<file path="config.mk">
export PLATFORM = sky130hd
export DESIGN_NAME = sw_run_ctrl
export DESIGN_NICKNAME = d
export VERILOG_FILES = /design/src/rtl/sw_run_ctrl.sv
export SDC_FILE = /design/constraint.sdc
export NUM_CORES = 1
export LEC_CHECK = 0
export CAP_MARGIN = 20
export CORE_ASPECT_RATIO = 0.5
export CORE_MARGIN = 2
export CORE_UTILIZATION = 53
export DETAILED_ROUTE_END_ITERATION = 10
export GPL_ROUTABILITY_DRIVEN = 0
export PLACE_DENSITY = 0.74
export SYNTH_ARGS = -nofsm -noshare
export SYNTH_HDL_FRONTEND = slang
export SYNTH_SLANG_ARGS = --single-unit
export TNS_END_PERCENT = 100
</file>
<file path="constraint.sdc">
create_clock -name clk -period 2.55 [get_ports clk]
set_clock_uncertainty 0.15 [all_clocks]
set_input_delay 0.255 -clock clk [delete_from_list [all_inputs] [get_ports clk]]
set_output_delay 0.255 -clock clk [all_outputs]
set_load 0.01 [all_outputs]
</file>
<file path="src/rtl/sw_run_ctrl.sv">
// Control sequencer for the MM:SS stopwatch: conditions buttons/switches,
// runs the RUN/HOLD/ADJ machine and drives counter strobes and display blanking.
module sw_run_ctrl #(
  parameter int DB_CYCLES = 500000,
  parameter int DB_W      = 20
) (
  input  logic clk,
  input  logic RESET,
  input  logic btn_pause,
  input  logic btn_clr,
  input  logic sw_adj,
  input  logic sw_sel,
  input  logic tick_1hz,
  input  logic tick_2hz,
  input  logic blink_phase,
  output logic sec_inc,
  output logic min_inc,
  output logic cnt_clr,
  output logic blank_min,
  output logic blank_sec,
  output logic paused
);

  typedef enum logic [1:0] {RUN, HOLD, ADJ} state_t;

  localparam logic [DB_W-1:0] DB_LAST = DB_W'(DB_CYCLES - 1);

  // Bit order: 0 = pause button, 1 = clear button, 2 = adjust, 3 = select.
  logic [3:0] sync1, sync2;
  logic [1:0][DB_W-1:0] db_cnt;
  logic [1:0] db_lvl;
  logic [1:0] press;

  logic pause_p, clr_p, adj_s, sel_s;
  assign pause_p = press[0];
  assign clr_p   = press[1];
  assign adj_s   = sync2[2];
  assign sel_s   = sync2[3];

  state_t state, state_nxt;
  state_t ret_state, ret_nxt;
  logic   sec_d, min_d;

  // NOTE: sequential state uses non-blocking assignments so every flop samples
  // pre-edge values, independent of statement order.
  always_ff @(posedge clk or posedge RESET) begin
    if (RESET) begin
      sync1 <= '0;
      sync2 <= '0;
    end else begin
      sync1 <= {sw_sel, sw_adj, btn_clr, btn_pause};
      sync2 <= sync1;
    end
  end

  // Press pulses are registered on the cycle the debounced level rises.
  always_ff @(posedge clk or posedge RESET) begin
    if (RESET) begin
      db_cnt <= '0;
      db_lvl <= '0;
      press  <= '0;
    end else begin
      for (int i = 0; i < 2; i++) begin
        press[i] <= 1'b0;
        if (sync2[i] == db_lvl[i]) begin
          db_cnt[i] <= '0;
        end else if (db_cnt[i] == DB_LAST) begin
          db_lvl[i] <= sync2[i];
          db_cnt[i] <= '0;
          press[i]  <= sync2[i];
        end else begin
          db_cnt[i] <= db_cnt[i] + 1'b1;
        end
      end
    end
  end

  // NOTE: every variable gets a default at the top of the block so no path
  // leaves it unassigned, which would otherwise infer a latch.
  always_comb begin
    state_nxt = state;
    ret_nxt   = ret_state;
    case (state)
      RUN: begin
        if (adj_s) begin
          state_nxt = ADJ;
          ret_nxt   = RUN;
        end else if (pause_p) begin
          state_nxt = HOLD;
        end
      end
      HOLD: begin
        if (adj_s) begin
          state_nxt = ADJ;
          ret_nxt   = HOLD;
        end else if (pause_p) begin
          state_nxt = RUN;
        end
      end
      ADJ: begin
        if (!adj_s) state_nxt = ret_state;
      end
      default: state_nxt = RUN;
    endcase
  end

  always_comb begin
    sec_d = ((state == RUN) && tick_1hz) || ((state == ADJ) && sel_s && tick_2hz);
    min_d = (state == ADJ) && !sel_s && tick_2hz;
    // A clear drops any coinciding tick rather than deferring it.
    if (clr_p) begin
      sec_d = 1'b0;
      min_d = 1'b0;
    end
  end

  always_ff @(posedge clk or posedge RESET) begin
    if (RESET) begin
      state     <= RUN;
      ret_state <= RUN;
      sec_inc   <= 1'b0;
      min_inc   <= 1'b0;
      cnt_clr   <= 1'b0;
      blank_min <= 1'b0;
      blank_sec <= 1'b0;
      paused    <= 1'b0;
    end else begin
      state     <= state_nxt;
      ret_state <= ret_nxt;
      sec_inc   <= sec_d;
      min_inc   <= min_d;
      cnt_clr   <= clr_p;
      blank_min <= (state == ADJ) && !sel_s && blink_phase;
      blank_sec <= (state == ADJ) && sel_s && blink_phase;
      paused    <= (state_nxt == HOLD);
    end
  end

endmodule

</file>
==> metrics <==
number of post-CTS setup repair buffers=0; Synth top area share=0.557; ys flop type=dfrtp_1; CTS resizes=0; peak supply drop=approximately 0.30 mV; CP max stage cell=or4_4; Synth Register Bits=61; Root Driver=clkbuf_8; largest cells by area after synthesis=dfrtp_1 56%, xnor2_1 7.3%, nor2_1 6.0%, xor2_1 2.9%, nand3_1 2.6%; Leakage Power=around 0.0013 µW; clk sinks=just over 60; EDFF count, synth=0; RSZ-0062 raised after global routing=no; main combinational cell family by area after synthesis=simple AND/OR/NAND/NOR gates; Final setup violation count=0; async set or reset register ratio after synthesis=1.00; area of the mapped netlist=between 0.002 and 0.003 mm²; H-tree depth=3; syn_nets=270; largest net degree at the start of global routing=62; Post-Synth Simple-Gate Area=0.250; CP required=~2.7 ns; Final Hold Viols=0; Seq/Total Area, Yosys=0.557; ANT cells=0; Port Buf Inserts=14; max incr delay on CP=approximately 0.62 ns; Worst Tran Pin Value=around 0.5 ns; area leader, netlist=dfrtp_1; Worst EP arrival=~2.3 ns; I/O Pins=15; Post-synth top cells=61 x dfrtp_1, 44 x nor2_1, 23 x xnor2_1; Compound-Gate Fraction of Synth Area=0.0342; wire length per cell=13.3 µm; Initial DRC Count=82; Final period util=0.848; critical path type=reg2reg; total power=1890 µW; antenna violations before repair=0; Vias/cell=roughly 5.4; # nets final=~290; Worst setup SP type=flip-flop; clock insertion delay at the later pin of the skew report=around 0.33 ns; CTS Buf Count=9; number of global-route vias before repair=between 1500 and 2000; Core ar.=around 0.005 mm²; yosys warns=0; Hold-fix buffers, CTS=0; P&R area growth vs syn=15.1%; first-pass GRT wire length=roughly 8300 µm; Synth Instances=roughly 260; pins over their slew limit=0; DR pass1 iterations=4; Total Wirelength=about 4700 µm; post-synthesis adder-cell area fraction=0.00913; worst path cell trace=ha_1 -> nand4_1 -> or4_4 -> or3_1 -> a21oi_1; GRT Overall Usage=0.193; Syn Area/Cell=10.6 µm²; Post-DRT Antenna Nets=0; Max FO, Critical Path=5; most common cell in the netlist=dfrtp_1; Synth Area in XOR/XNOR=0.102; CP Buf/Inv Count=0; Worst slew margin=0.674; min setup slack post-route=just under 0.4 ns; Tmin final=approximately 2.2 ns; routed vias=around 1900; post-layout instance area=around 0.0032 mm²; layout cell share with drive strength beyond 1=0.112; setup TNS=0 ns; Cell Area, Placed=0.00296 mm²; FMAX=about 0.46 GHz; HPWL after DPL=approximately 3300 µm; fin util=0.637; Max Cap Viol=0; Congestion Overflow GR=0; FP Rows=18; status=complete, no violations; Max Buffers Root-to-Sink=2; Starting Density=0.553; CP delay by family, top=simple AND/OR/NAND/NOR gates; Clock transition at path regs=roughly 0.070 ns; Cell Pwr Density=about 600 mW/mm²; post-synthesis mux area share=0.0237; crit path capture type=flip-flop; die area=~0.0058 mm²; hold crit path type=in2async; Synth cell types=38; Die H=around 55 µm; number of remaining DRC errors=0; DP Worst Slack=between 0.3 and 0.4 ns; Die X-Extent=106 µm; CTS tree=yes
[cells in the final DEF, fill, tap and decap left out, types with 2 or more instances in the layout]
master	instances
dfrtp_1	61
nor2_1	44
xnor2_1	23
nand2_1	14
nand3_1	14
clkdlybuf4s50_1	14
nor3_1	11
nor4_1	11
nand4_1	10
clkbuf_8	10
xor2_1	9
inv_1	8
or3_1	5
mux2_2	4
o21ai_0	4
a21oi_1	4
clkinv_2	4
nor2b_1	3
and3_1	3
nor4_2	2
a31oi_1	2
or4_4	2
a21oi_2	2
and4_1	2
mux2i_1	2
or2_2	2
ha_1	2
[power breakdown]
part	switching [µW]	leakage, µW	total, µW	internal, µW
logic	42.7	0.000360	76.1	33.4
clock network	346	0.000103	817	471
registers	13.9	0.000823	1000	986
total	403	0.00129	1890	1490
[sequential cells by signal, summed over array words and instances, names as in the netlist]
| signal | flops |
|---|---|
| blank_min | 1 |
| blank_sec | 1 |
| cnt_clr | 1 |
| db_cnt | 40 |
| db_lvl | 2 |
| min_inc | 1 |
| paused | 1 |
| press | 2 |
| ret_state | 1 |
| sec_inc | 1 |
| state | 2 |
| sync1 | 4 |
| sync2 | 4 |
[final timing paths]
check                           startpoint  slack, ns  cells after the start         end
worst max-delay path            db_cnt[20]       0.39                      5  db_cnt[38]
worst min-delay path                 RESET       0.15                      3  db_cnt[29]
worst max register to register  db_cnt[20]       0.39                      5  db_cnt[38]
worst min register to register    sync1[1]       0.20                      0    sync2[1]
max in group asynchronous            RESET       1.85                      3    sync2[2]
min in group clk                  sync1[1]       0.20                      0    sync2[1]
[cells by family after synthesis]
| kind of cell | count (synthesis) |
|---|---|
| simple gates | 129 |
| buf+inv | 14 |
| mux | 6 |
| flops | 61 |
| compound gates | 15 |
| fa+ha+maj | 2 |
| xor+xnor | 32 |
[cell type report]
type | count | area, µm²
flip-flops and latches | 61 | 1530
well taps | 70 | 87.6
inverters | 9 | 33.8
fillers | 412 | 1800
multi-input cells | 184 | 1150
clock buffers | 11 | 141
repair buffers | 16 | 168
clock inverters | 5 | 50.0
[through the flow]
step / hold WS [ns] / instances
after global routing: 0.181 / 356
after CTS: 0.158 / 356
after detailed placement: 0.188 / 340
after floorplan: 0.136 / 259
after global placement: 0.182 / 340
final: 0.146 / 356
[worst reg2reg max path, stage by stage (launching register included)]
cell	delay, ns
dfrtp_1	0.38
ha_1	0.23
nand4_1	0.24
or4_4	0.62
or3_1	0.32
a21oi_1	0.14
[routing by layer]
| layer | up-vias | share of wire | global-route usage |
|---|---|---|---|
| li1 | 946 | - | - |
| met1 | 938 | 0.48 | 0.243 |
| met3 | 8 | 0.033 | 0.0679 |
| met4 | 0 | 0.011 | 0.0658 |
| met2 | 23 | 0.48 | 0.323 |
| met5 | - | 0 | 0 |
(Power assumes the default switching activity.)
